`config.mk`:
```
export PLATFORM = sky130hd
export DESIGN_NAME = thor2021_fetch_align
export DESIGN_NICKNAME = d
export VERILOG_FILES = /design/src/rtl/thor2021_fetch_align.sv
export SDC_FILE = /design/constraint.sdc
export NUM_CORES = 1
export LEC_CHECK = 0
export CORE_UTILIZATION = 55
export DETAILED_ROUTE_END_ITERATION = 8
export PLACE_DENSITY_LB_ADDON = 0.3
export SLEW_MARGIN = 0
export SYNTH_ARGS = -nofsm -noshare
export SYNTH_HDL_FRONTEND = slang
export SYNTH_SLANG_ARGS = --single-unit
```
`constraint.sdc`:
```
create_clock -name clk_i -period 7.6 [get_ports clk_i]
set_clock_uncertainty 0.1 [all_clocks]
set_input_delay 1.14 -clock clk_i [delete_from_list [all_inputs] [get_ports clk_i]]
set_output_delay 1.14 -clock clk_i [all_outputs]
set_load 0.005 [all_outputs]
```
`src/rtl/thor2021_fetch_align.sv`:
```
// Fetch-to-decoder alignment queue: folds EXI7/EXI23/EXI41 prefixes into the next instruction.
// One cycle from accept to ir_o; in_ready_o depends only on occupancy, never on out_ready_i.
module thor2021_fetch_align #(
  parameter int DEPTH = 4,
  parameter int AWID  = 32
) (
  input  logic                     clk_i,
  input  logic                     rst_ni,
  input  logic                     flush_i,
  input  logic                     in_valid_i,
  output logic                     in_ready_o,
  input  logic [47:0]              in_insn_i,
  input  logic [AWID-1:0]          in_pc_i,
  output logic                     out_valid_o,
  input  logic                     out_ready_i,
  output logic [47:0]              ir_o,
  output logic [47:0]              xir_o,
  output logic [AWID-1:0]          pc_o,
  output logic [$clog2(DEPTH):0]   count_o
);

  localparam int PW = $clog2(DEPTH);
  localparam int CW = PW + 1;

  localparam logic [7:0]  EXI7     = 8'h50;
  localparam logic [7:0]  EXI23    = 8'h51;
  localparam logic [7:0]  EXI41    = 8'h52;
  localparam logic [47:0] NOP_INSN = 48'h0000_0000_00F1;

  logic [47:0]     ir_mem  [DEPTH];
  logic [47:0]     xir_mem [DEPTH];
  logic [AWID-1:0] pc_mem  [DEPTH];

  logic [PW-1:0]   wr_ptr;
  logic [PW-1:0]   rd_ptr;
  logic [CW-1:0]   count_q;
  logic [47:0]     pfx;
  logic            pfx_v;
  logic [AWID-1:0] pc_hold;

  logic            accept;
  logic            pop;
  logic            push;
  logic            is_pfx;
  logic [7:0]      opcode;

  assign opcode = in_insn_i[7:0];
  assign is_pfx = (opcode == EXI7) || (opcode == EXI23) || (opcode == EXI41);

  assign in_ready_o  = rst_ni && (count_q < CW'(DEPTH));
  assign out_valid_o = (count_q != '0);

  assign accept = in_valid_i && in_ready_o && !flush_i;
  assign pop    = out_valid_o && out_ready_i && !flush_i;
  assign push   = accept && !is_pfx;

  // Empty queue shows NOP and the last displayed pc, so the decoder never sees stale words.
  assign ir_o    = out_valid_o ? ir_mem[rd_ptr]  : NOP_INSN;
  assign xir_o   = out_valid_o ? xir_mem[rd_ptr] : NOP_INSN;
  assign pc_o    = out_valid_o ? pc_mem[rd_ptr]  : pc_hold;
  assign count_o = count_q;

  always_ff @(posedge clk_i) begin
    if (push) begin
      ir_mem[wr_ptr]  <= in_insn_i;
      xir_mem[wr_ptr] <= pfx_v ? pfx : NOP_INSN;
      pc_mem[wr_ptr]  <= in_pc_i;
    end
  end

  always_ff @(posedge clk_i) begin
    if (!rst_ni) begin
      wr_ptr  <= '0;
      rd_ptr  <= '0;
      count_q <= '0;
    end else if (flush_i) begin
      wr_ptr  <= '0;
      rd_ptr  <= '0;
      count_q <= '0;
    end else begin
      if (push) wr_ptr <= wr_ptr + 1'b1;
      if (pop)  rd_ptr <= rd_ptr + 1'b1;
      case ({push, pop})
        2'b10:   count_q <= count_q + 1'b1;
        2'b01:   count_q <= count_q - 1'b1;
        default: count_q <= count_q;
      endcase
    end
  end

  // Latest prefix wins; any accepted instruction word consumes the pending one.
  always_ff @(posedge clk_i) begin
    if (!rst_ni) begin
      pfx_v <= 1'b0;
      pfx   <= NOP_INSN;
    end else if (flush_i) begin
      pfx_v <= 1'b0;
    end else if (accept) begin
      if (is_pfx) begin
        pfx_v <= 1'b1;
        pfx   <= in_insn_i;
      end else begin
        pfx_v <= 1'b0;
      end
    end
  end

  always_ff @(posedge clk_i) begin
    if (!rst_ni) pc_hold <= '0;
    else         pc_hold <= pc_o;
  end

endmodule

```
==> flow_summary.json <==
{
  "first_global_vias": 12098,
  "finalSetupTns_ns": 0,
  "dpl.cell_count": 1888,
  "wl_met3_mm": 3.31,
  "peakVddDrop_v": 0.000216,
  "ys_top_cells_by_area": "edfxtp_1 (67%), mux4_2 (13%), dfxtp_1 (7.8%)",
  "drc": 26,
  "cp.arrival_ns": 3.71,
  "core_sq_um": 41000,
  "cp-end-kind": "primary output",
  "drt_wl_total_mm": 45.5,
  "critPathMaxFanout": 74,
  "path_class": "reg -> out",
  "top_layer": "met5",
  "synth.top_cell.area_share_pct": 66.9,
  "grt_pass1_wl_mm": 69.4,
  "vias_per_cell": 5.74,
  "clock.fmax_ghz": 0.202,
  "tritoncts": "done",
  "placed_area_sq_um": 25700,
  "worstHoldEndpoint": "pfx[4]",
  "powerDensity_nw_per_um2": 241,
  "p_leak_nw": 8.76,
  "cts_num_sinks": 602,
  "dp_slack_ns": 3.00,
  "hold-worst-slack_ns": 0.337,
  "grt_max_degree": 103,
  "wl_met2_mm": 22.5,
  "nNetsFinal": 1505,
  "ys_warn_count": 0,
  "violations": "DRC",
  "io_pins": 218,
  "cts-root-buf": "clkbuf_16",
  "r2r-start": "count_o[2]",
  "cp.required_ns": 6.36,
  "cts_resized": 0,
  "period_minus_slack_ns": 4.95,
  "outcome": "finished, violations left",
  "chipHeight_um": 206,
  "grt_usage_pct": 22.1,
  "syn_nets": 1288,
  "yosysMostFrequentCell": "edfxtp_1",
  "report.final.slew_viol_count": 0,
  "rr_worst_depth": 4,
  "clock_latency_ns": 0.60,
  "clockBufferDepth": 3,
  "ys_top_cells_by_count": "edfxtp_1 (512), and2_1 (165), mux4_2 (128)",
  "reg2reg_slack_ns": 4.48,
  "num_rows": 74,
  "start_util_pct": 56.0,
  "min_period_over_period_pct": 65.2,
  "place.gp.congestion": 0.722,
  "min_path_cells": 1,
  "instances_no_fill": 1991,
  "ys_types": 39,
  "cts_buffers": 56,
  "clkSlewWorstSetupHoldPaths_ns": 0.06,
  "worst_hold_startpoint": "pfx[4]",
  "ant_nets": 0,
  "max_slew.worst_pin.slew_ns": 1.10,
  "vias": 11436,
  "final_layout_size_suffix_gt1_share_pct": 19.3,
  "first_iter_violations": 817,
  "die_w_um": 206,
  "startpoint": "count_o[2]",
  "synthArstFlopShare_pct": 0,
  "wl_per_cell_um": 22.8,
  "holdBufCountCts": 0,
  "syn_to_final_growth_pct": 19.8,
  "antenna_found_initial": 2,
  "synth_edf_count": 512,
  "max_slew_margin_pct": 26.9,
  "hold_viol": 0,
  "dieArea_sq_um": 42600,
  "synth.cell_area_sq_um": 23000,
  "antennaDiodeCount": 0,
  "portBuffers": 217,
  "yosysTopAreaCell": "edfxtp_1",
  "dr.pass1.iters": 7,
  "stdcell_area_sq_um": 27500,
  "postCtsSetupBuffers": 0,
  "yosys_most_used_dff": "edfxtp_1",
  "netlist_instances": 1197,
  "setup_viol_count_final": 0,
  "max-cap-violations": 0,
  "synth_area_per_cell_sq_um": 19.2,
  "htree_levels": 2,
  "regToRegEndpoint": "ir_mem[0][31]",
  "crit_slowest_cell": "nor3_2",
  "rsz0062_at_grt": "false",
  "hold_class": "reg -> reg",
  "path_cells": "nor3_2, inv_4, buf_4, mux2_2, clkdlybuf4s50_1",
  "yosysSeqAreaShare_pct": 74.8,
  "critical-path-max-stage-delay_ns": 0.83,
  "crit_path_start_kind": "flop",
  "dp_hpwl_mm": 25.2,
  "met1_length_mm": 18.7,
  "layout_setup_ws_ns": 2.65,
  "grt_overflow": 0,
  "ys_seq_elements": 602
}
-- cells in the final DEF (no fill, tap or decap), types with 14 or more instances in the layout --
cell and count:
nand2_1 49, o21ai_0 36, dfxtp_1 87, and2_1 161, buf_4 14, clkdlybuf4s50_1 216, clkbuf_16 57, edfxtp_1 512
nand4_1 36, mux2_2 25, mux4_2 128
-- worst max-delay path by stage --
| stage | end | slack, ns |
|---|---|---|
| after floorplan | ir_mem[0][0] | 2.33 |
| after global placement | ir_mem[0][30] | 3.03 |
| after detailed placement | ir_mem[0][30] | 3.00 |
| after CTS | pc_o[29] | 2.51 |
| after global routing | pc_o[29] | 2.41 |
| final | pc_o[29] | 2.65 |
-- report_power, final --
group | internal (W) | total (W) | switching [W]
Clock | 0.00165 | 0.00280 | 0.00115
Sequential | 0.00360 | 0.00361 | 0.00000936
Combinational | 0.000113 | 0.000221 | 0.000108
-- cells by family (layout without fill, tap and decap cells) --
| logic type | after synthesis | count (layout) | synth area share, % |
|---|---|---|---|
| muxes | 168 | 168 | 14.6 |
| AOI/OAI and AO/OA | 47 | 47 | 1.08 |
| xor gates and xnor gates | 4 | 4 | 0.152 |
| buffers and inverters | 83 | 345 | 1.72 |
| DFF | 602 | 602 | 74.8 |
| and+or+nand+nor | 287 | 287 | 7.28 |
| adders and majority gates | 6 | 6 | 0.359 |
-- state kept, by name, summed over array words and instances, names as in the netlist, named ones only --
name / flops
ir_mem: 192
pfx: 48
rd_ptr: 2
pfx_v: 1
count_o: 3
wr_ptr: 2
pc_hold: 32
xir_mem: 192
pc_mem: 128
-- layer usage --
metal  vias up  track usage (%)
met5         -                0
met1      5882             29.3
met2       382             36.8
li1       5104                -
met3        64             5.00
met4         4             6.43
-- area by class of cell --
class / instances / area, sq um
Sequential cell: 602 / 17200
Fill cell: 2729 / 13500
Inverter: 9 / 36.3
Multi-Input combinational cell: 512 / 5470
Clock inverter: 29 / 319
Tap cell: 532 / 666
Timing Repair Buffer: 233 / 2330
Clock buffer: 74 / 1530
-- critical path: cells and delay by family (launching register included) --
family,cells,cell delay [ns]
DFF,1,0.43
buffers and inverters,3,1.46
and+or+nand+nor,1,0.83
muxes,1,0.35
-- metrics by stage --
stage / utilization [%] / power [W]
finish: 67.1 / 0.00663
global route: 67.1 / 0.00680
CTS: 67.1 / 0.00668
detailed placement: 62.6 / 0.00390
global placement: 62.6 / 0.00390
floorplan: - / 0.00377
Power figures use the tool's default switching activity.
